<file path="config.mk">
export PLATFORM = sky130hd
export DESIGN_NAME = filtro_cascada
export DESIGN_NICKNAME = d
export VERILOG_FILES = /design/src/rtl/filtro_pkg.sv /design/src/rtl/filtro_cascada_mac.sv /design/src/rtl/filtro_cascada.sv
export SDC_FILE = /design/constraint.sdc
export NUM_CORES = 2
export LEC_CHECK = 0
export BUFFER_PORTS_ARGS = -buffer_cell sky130_fd_sc_hd__buf_2
export CAP_MARGIN = 5
export CORE_AREA = 2 2 359 361
export DETAILED_ROUTE_END_ITERATION = 10
export DIE_AREA = 0 0 361 363
export GPL_ROUTABILITY_DRIVEN = 0
export PLACE_DENSITY = 0.51
export SLEW_MARGIN = 20
export SYNTH_ARGS = -nofsm -noshare
export SYNTH_HDL_FRONTEND = slang
export SYNTH_HIERARCHICAL = 1
export SYNTH_SLANG_ARGS = --single-unit
export TNS_END_PERCENT = 100
</file>
<file path="constraint.sdc">
create_clock -name clock -period 31.1 [get_ports clock]
set_clock_uncertainty 0.15 [all_clocks]
set_input_delay 6.22 -clock clock [delete_from_list [all_inputs] [get_ports clock]]
set_output_delay 6.22 -clock clock [all_outputs]
set_load 0.005 [all_outputs]
</file>
<file path="src/rtl/filtro_pkg.sv">
// Shared types and constants for the filtro_cascada biquad cascade.
package filtro_pkg;

  localparam int DECIM_DEF     = 14;
  localparam int MAGN_DEF      = 8;
  localparam int COEFS_PER_SEC = 5;

  typedef enum logic [1:0] {
    IDLE = 2'd0,
    CALC = 2'd1,
    OUT  = 2'd2
  } state_e;

  // MAC step order inside one section
  localparam logic [2:0] STEP_B0 = 3'd0;
  localparam logic [2:0] STEP_B1 = 3'd1;
  localparam logic [2:0] STEP_A1 = 3'd2;
  localparam logic [2:0] STEP_B2 = 3'd3;
  localparam logic [2:0] STEP_A2 = 3'd4;

  // coefficient slot inside a section's address block (address = 5*section + k)
  localparam int K_B0 = 0;
  localparam int K_B1 = 1;
  localparam int K_B2 = 2;
  localparam int K_A1 = 3;
  localparam int K_A2 = 4;

endpackage

</file>
<file path="src/rtl/filtro_cascada_mac.sv">
// Shared fixed-point multiply-accumulate, combinational: reduce(reduce((coef*operand)>>>DECIM) + acc).
// FILTRO_SAT_EN selects saturation of product and sum; otherwise both wrap to N bits.
module mac_punto_fijo
  import filtro_pkg::*;
#(
  parameter int N     = DECIM_DEF + MAGN_DEF + 1,
  parameter int DECIM = DECIM_DEF
) (
  input  logic signed [N-1:0] coef,
  input  logic signed [N-1:0] operand,
  input  logic signed [N-1:0] acc,
  output logic signed [N-1:0] result
);

  localparam int W2 = 2 * N;

  logic signed [W2-1:0] prod;
  logic signed [N-1:0]  prod_red;

`ifdef FILTRO_SAT_EN
  localparam logic signed [N-1:0] SAT_MAX = {1'b0, {(N-1){1'b1}}};
  localparam logic signed [N-1:0] SAT_MIN = {1'b1, {(N-1){1'b0}}};

  logic signed [W2-1:0] prod_sh;
  logic signed [N:0]    sum;

  always_comb begin
    prod    = W2'(coef) * W2'(operand);
    prod_sh = prod >>> DECIM;
    // out of range when the bits above the N-bit sign do not all match it
    if (prod_sh[W2-1:N-1] != {(N+1){prod_sh[W2-1]}}) begin
      prod_red = prod_sh[W2-1] ? SAT_MIN : SAT_MAX;
    end else begin
      prod_red = prod_sh[N-1:0];
    end
    sum = {acc[N-1], acc} + {prod_red[N-1], prod_red};
    if (sum[N] != sum[N-1]) begin
      result = sum[N] ? SAT_MIN : SAT_MAX;
    end else begin
      result = sum[N-1:0];
    end
  end
`else
  always_comb begin
    prod     = W2'(coef) * W2'(operand);
    prod_red = N'(prod >>> DECIM);
    result   = acc + prod_red;
  end
`endif

endmodule

</file>
<file path="src/rtl/filtro_cascada.sv">
// Cascade of SECTIONS transposed-DF2 biquads sharing one MAC, 5 cycles per section.
// Define FILTRO_SAT_EN for saturating arithmetic; default build wraps.
//   state | meaning
//   IDLE  | ready; coefficient writes, clear and sample capture allowed
//   CALC  | stepping b0,b1,a1,b2,a2 through every section
//   OUT   | out_data freshly loaded, out_valid pulse
module filtro_cascada
  import filtro_pkg::*;
#(
  parameter int DECIM    = DECIM_DEF,
  parameter int MAGN     = MAGN_DEF,
  parameter int N        = DECIM + MAGN + 1,
  parameter int SECTIONS = 4
) (
  input  logic                                  clock,
  input  logic                                  reset,
  input  logic signed [N-1:0]                   in_data,
  input  logic                                  in_valid,
  output logic                                  in_ready,
  output logic signed [N-1:0]                   out_data,
  output logic                                  out_valid,
  input  logic                                  coef_we,
  input  logic [$clog2(5*SECTIONS)-1:0]         coef_addr,
  input  logic signed [N-1:0]                   coef_data,
  input  logic                                  clear
);

  localparam int NCOEF = COEFS_PER_SEC * SECTIONS;
  localparam int AW    = $clog2(NCOEF);
  localparam int SW    = (SECTIONS > 1) ? $clog2(SECTIONS) : 1;
  localparam logic [SW-1:0]       LAST_SEC = SW'(SECTIONS - 1);
  localparam logic signed [N-1:0] UNITY    = N'(64'd1 << DECIM);

  state_e              state_q, state_d;
  logic [SW-1:0]       sec_q, sec_d;
  logic [2:0]          step_q, step_d;
  logic signed [N-1:0] x_q, x_d;
  logic signed [N-1:0] y_q, y_d;
  logic signed [N-1:0] t_q, t_d;
  logic signed [N-1:0] out_q, out_d;
  logic signed [N-1:0] coef_q [SECTIONS][COEFS_PER_SEC];
  logic signed [N-1:0] coef_d [SECTIONS][COEFS_PER_SEC];
  logic signed [N-1:0] s1_q [SECTIONS];
  logic signed [N-1:0] s1_d [SECTIONS];
  logic signed [N-1:0] s2_q [SECTIONS];
  logic signed [N-1:0] s2_d [SECTIONS];

  logic signed [N-1:0] mac_coef, mac_operand, mac_acc, mac_result;
  logic                last_step;

  assign last_step = (step_q == STEP_A2);

  always_ff @(posedge clock or negedge reset) begin
    if (!reset) state_q <= IDLE;
    else        state_q <= state_d;
  end

  always_comb begin
    state_d = state_q;
    unique case (state_q)
      IDLE:    if (in_valid) state_d = CALC;
      CALC:    if (last_step && (sec_q == LAST_SEC)) state_d = OUT;
      OUT:     state_d = IDLE;
      default: state_d = IDLE;
    endcase
  end

  always_comb begin
    in_ready  = (state_q == IDLE);
    out_valid = (state_q == OUT);
  end

  assign out_data = out_q;

  // operand routing: x feeds the b terms, y the a terms, t carries partial sums
  always_comb begin
    mac_coef    = '0;
    mac_operand = x_q;
    mac_acc     = '0;
    case (step_q)
      STEP_B0: begin
        mac_coef = coef_q[sec_q][K_B0];
        mac_acc  = s1_q[sec_q];
      end
      STEP_B1: begin
        mac_coef = coef_q[sec_q][K_B1];
        mac_acc  = s2_q[sec_q];
      end
      STEP_A1: begin
        mac_coef    = coef_q[sec_q][K_A1];
        mac_operand = y_q;
        mac_acc     = t_q;
      end
      STEP_B2: begin
        mac_coef = coef_q[sec_q][K_B2];
      end
      STEP_A2: begin
        mac_coef    = coef_q[sec_q][K_A2];
        mac_operand = y_q;
        mac_acc     = t_q;
      end
      default: ;
    endcase
  end

  mac_punto_fijo #(
    .N     (N),
    .DECIM (DECIM)
  ) u_mac (
    .coef    (mac_coef),
    .operand (mac_operand),
    .acc     (mac_acc),
    .result  (mac_result)
  );

  always_comb begin
    sec_d  = sec_q;
    step_d = step_q;
    x_d    = x_q;
    y_d    = y_q;
    t_d    = t_q;
    out_d  = out_q;
    coef_d = coef_q;
    s1_d   = s1_q;
    s2_d   = s2_q;
    case (state_q)
      IDLE: begin
        if (clear) begin
          for (int s = 0; s < SECTIONS; s++) begin
            s1_d[s] = '0;
            s2_d[s] = '0;
          end
        end
        // out-of-range addresses match no slot and are dropped
        if (coef_we) begin
          for (int s = 0; s < SECTIONS; s++) begin
            for (int k = 0; k < COEFS_PER_SEC; k++) begin
              if (coef_addr == AW'(COEFS_PER_SEC * s + k)) coef_d[s][k] = coef_data;
            end
          end
        end
        if (in_valid) begin
          x_d    = in_data;
          sec_d  = '0;
          step_d = STEP_B0;
        end
      end
      CALC: begin
        case (step_q)
          STEP_B0: y_d = mac_result;
          STEP_B1: t_d = mac_result;
          STEP_A1: s1_d[sec_q] = mac_result;
          STEP_B2: t_d = mac_result;
          STEP_A2: begin
            s2_d[sec_q] = mac_result;
            x_d         = y_q;
            if (sec_q == LAST_SEC) out_d = y_q;
          end
          default: ;
        endcase
        if (last_step) begin
          step_d = STEP_B0;
          sec_d  = (sec_q == LAST_SEC) ? '0 : sec_q + SW'(1);
        end else begin
          step_d = step_q + 3'd1;
        end
      end
      default: ;
    endcase
  end

  always_ff @(posedge clock or negedge reset) begin
    if (!reset) begin
      sec_q  <= '0;
      step_q <= '0;
      x_q    <= '0;
      y_q    <= '0;
      t_q    <= '0;
      out_q  <= '0;
      for (int s = 0; s < SECTIONS; s++) begin
        s1_q[s] <= '0;
        s2_q[s] <= '0;
        for (int k = 0; k < COEFS_PER_SEC; k++) coef_q[s][k] <= '0;
        coef_q[s][K_B0] <= UNITY;
      end
    end else begin
      sec_q  <= sec_d;
      step_q <= step_d;
      x_q    <= x_d;
      y_q    <= y_d;
      t_q    <= t_d;
      out_q  <= out_d;
      coef_q <= coef_d;
      s1_q   <= s1_d;
      s2_q   <= s2_d;
    end
  end

endmodule

</file>
==> results.py <==
metrics = {
    "synth": {
        "async_flop_share_pct": 100,
        "synth_edf_count": 0,
        "synth_cell_types": 72,
        "synth_ff_type": "dfrtp_1",
        "syn_inst": 4274,
        "avgSynthCellArea_um2": 11.8,
        "netlist_area_um2": 50600,
        "yosysSeqAreaShare_pct": 36.7,
        "synth-seq-cells": 743,
        "ys_warn_count": 6,
        "syn_nets": 4933,
    },
    "route": {
        "wl_per_cell_um": 23.5,
        "drc": 0,
        "ant_nets": 0,
        "first_iter_violations": 2108,
        "dr.pass1.iters": 5,
        "viasPerCell": 5.39,
        "via_count": 32000,
        "wl_um": 140000,
    },
    "min_path": {
        "min_path_type": "reg2reg",
    },
    "die": {
        "die_area_um2": 131000,
        "fp.dieW_um": 361,
        "top_level_ports": 81,
        "start_util_pct": 39.9,
        "coreArea_um2": 127000,
        "rows": 131,
        "chipHeight_um": 363,
    },
    "clock_tree": {
        "cts_tree": "done",
        "cts_buffers": 85,
        "cts_buffer_depth": 3,
        "worstSkewPairLatency_ps": 710,
        "clk_pin_slew_ps": 60,
        "cts_root_buf": "clkbuf_16",
        "ctsHoldBuffers": 0,
        "htreeDepth": 3,
        "cts_sinks": 743,
        "cts-resized-gates": 0,
        "post_cts_buffers": 0,
    },
    "setup_path": {
        "end_kind": "flip-flop",
        "start_kind": "flip-flop",
        "worstPathMaxFanout": 104,
        "critical_path_arrival_ps": 13310,
        "crit_required_ps": 31540,
        "crit_path_max_incr_delay_ps": 750,
        "path_buf_inv": 6,
        "cp_common_cell": "fa_1",
        "slowest_stage": "buf_4",
        "worstSetupPathType": "reg2reg",
        "cpLargestDelayFamily": "adder cells",
    },
    "grt": {
        "antenna_found_initial": 6,
        "track_usage_pct": 21.7,
        "grt_max_degree": 177,
        "grt_pass1_vias": 34100,
        "grt_remaining_overflow": 0,
        "grt_pass1_wl_um": 215000,
    },
    "timing": {
        "setup_tns_ps": 0,
        "maxSlewHeadroom_pct": 19.2,
        "setup_viol": 0,
        "period_minus_slack_ps": 12870,
        "slew_violations": 0,
        "max_slew.worst_pin.slew_ps": 1200,
        "finalCritPeriodShare_pct": 41.4,
        "rsz0062_at_grt": "no",
        "max_freq_mhz": 77.7,
        "hold_viol": 0,
    },
    "placed_design": {
        "io_buffers": 80,
        "dpl.hpwl_um": 89700,
    },
    "cells_and_area": {
        "diodes": 0,
        "drive_gt1_share_pct": 23.5,
        "layout_common_cells": "737 x dfrtp_1, 542 x inv_1, 526 x mux2_2",
        "final_util_pct": 43.7,
        "layout_commonest_cell": "dfrtp_1",
        "fillCellCount": 12100,
        "nNetsFinal": 4867,
        "area_growth_pct": 9.66,
    },
    "flow_run": {
        "drv_cap": 0,
    },
    "run_status": {
        "run_status": "finished, final reports clean",
    },
}
==> stage by stage <==
step / instance area [um^2] / setup WS, ps / hold WS, ps / std cells
after floorplan: 50600 / 21110 / 300 / 4274
after global placement: 52600 / 18470 / 315 / 5783
after detailed placement: 52600 / 18280 / 321 / 5783
after CTS: 55500 / 18230 / 337 / 5938
after global routing: 55500 / 17590 / 355 / 5938
final: 55500 / 18230 / 333 / 5938
==> logic make-up (layout without fill, tap and decap cells) <==
kind of cell | Yosys count | count (layout) | synth area share (%)
buffers and inverters | 869 | 871 | 6.79
adder cells (fa/ha/maj) | 603 | 603 | 21.7
flip-flops | 743 | 743 | 36.7
AND/OR/NAND/NOR | 792 | 792 | 7.80
multiplexers | 760 | 760 | 19.2
AO/OA/AOI/OAI | 435 | 435 | 6.54
XOR/XNOR | 72 | 72 | 1.25
==> registers in the layout (all words and copies together) (netlist names) <==
register / flops
out_data: 23
step_q: 3
y_q: 23
state_q: 2
s2_q: 92
sec_q: 2
x_q: 23
coef_q: 460
s1_q: 92
t_q: 23
==> worst paths after layout <==
path | startpoint | endpoint | slack, ps | cells after the start
setup / recovery | sec_q[1] | y_q[22] | 18230 | 37
hold / removal | coef_q[96] | coef_q[96] | 330 | 1
setup reg to reg | sec_q[1] | y_q[22] | 18230 | 37
hold reg to reg | coef_q[96] | coef_q[96] | 330 | 1
max in group asynchronous | reset | t_q[6] | 21460 | 5
min in group asynchronous | reset | coef_q[327] | 5380 | 1
==> cell type report <==
type | instances | area, um^2 | share of cell area, %
clock buffer | 124 | 2500 | 4.51
clock inverter | 31 | 390 | 0.703
inverter | 542 | 2030 | 3.66
multi-input combinational | 2662 | 28700 | 51.7
sequential | 743 | 18600 | 33.5
tap | 1662 | 2080 | 3.75
timing repair buffer | 174 | 1180 | 2.12
==> layer usage <==
layer,track usage (%),up-vias,part of all wire (%)
met5,0,-,0.037
met4,6.46,8,2.7
met3,3.03,219,3.8
met2,36.6,659,49
met1,29.2,17100,44
li1,-,14000,-
==> synth_stat cells (115+ instances only) <==
library cell	count	area [um^2]
dfrtp_1	739	18500
inv_1	542	2030
mux2_2	526	5920
fa_1	460	9210
nand2_1	395	1480
and2_1	276	1730
clkbuf_1	216	811
a22o_1	186	1630
ha_1	143	1790
mux2i_1	115	1150
mux4_2	115	2590
Power is left out: the tool's default activity adds up to more than one toggle a clock period on the data nets, which glitch-free logic cannot reach.
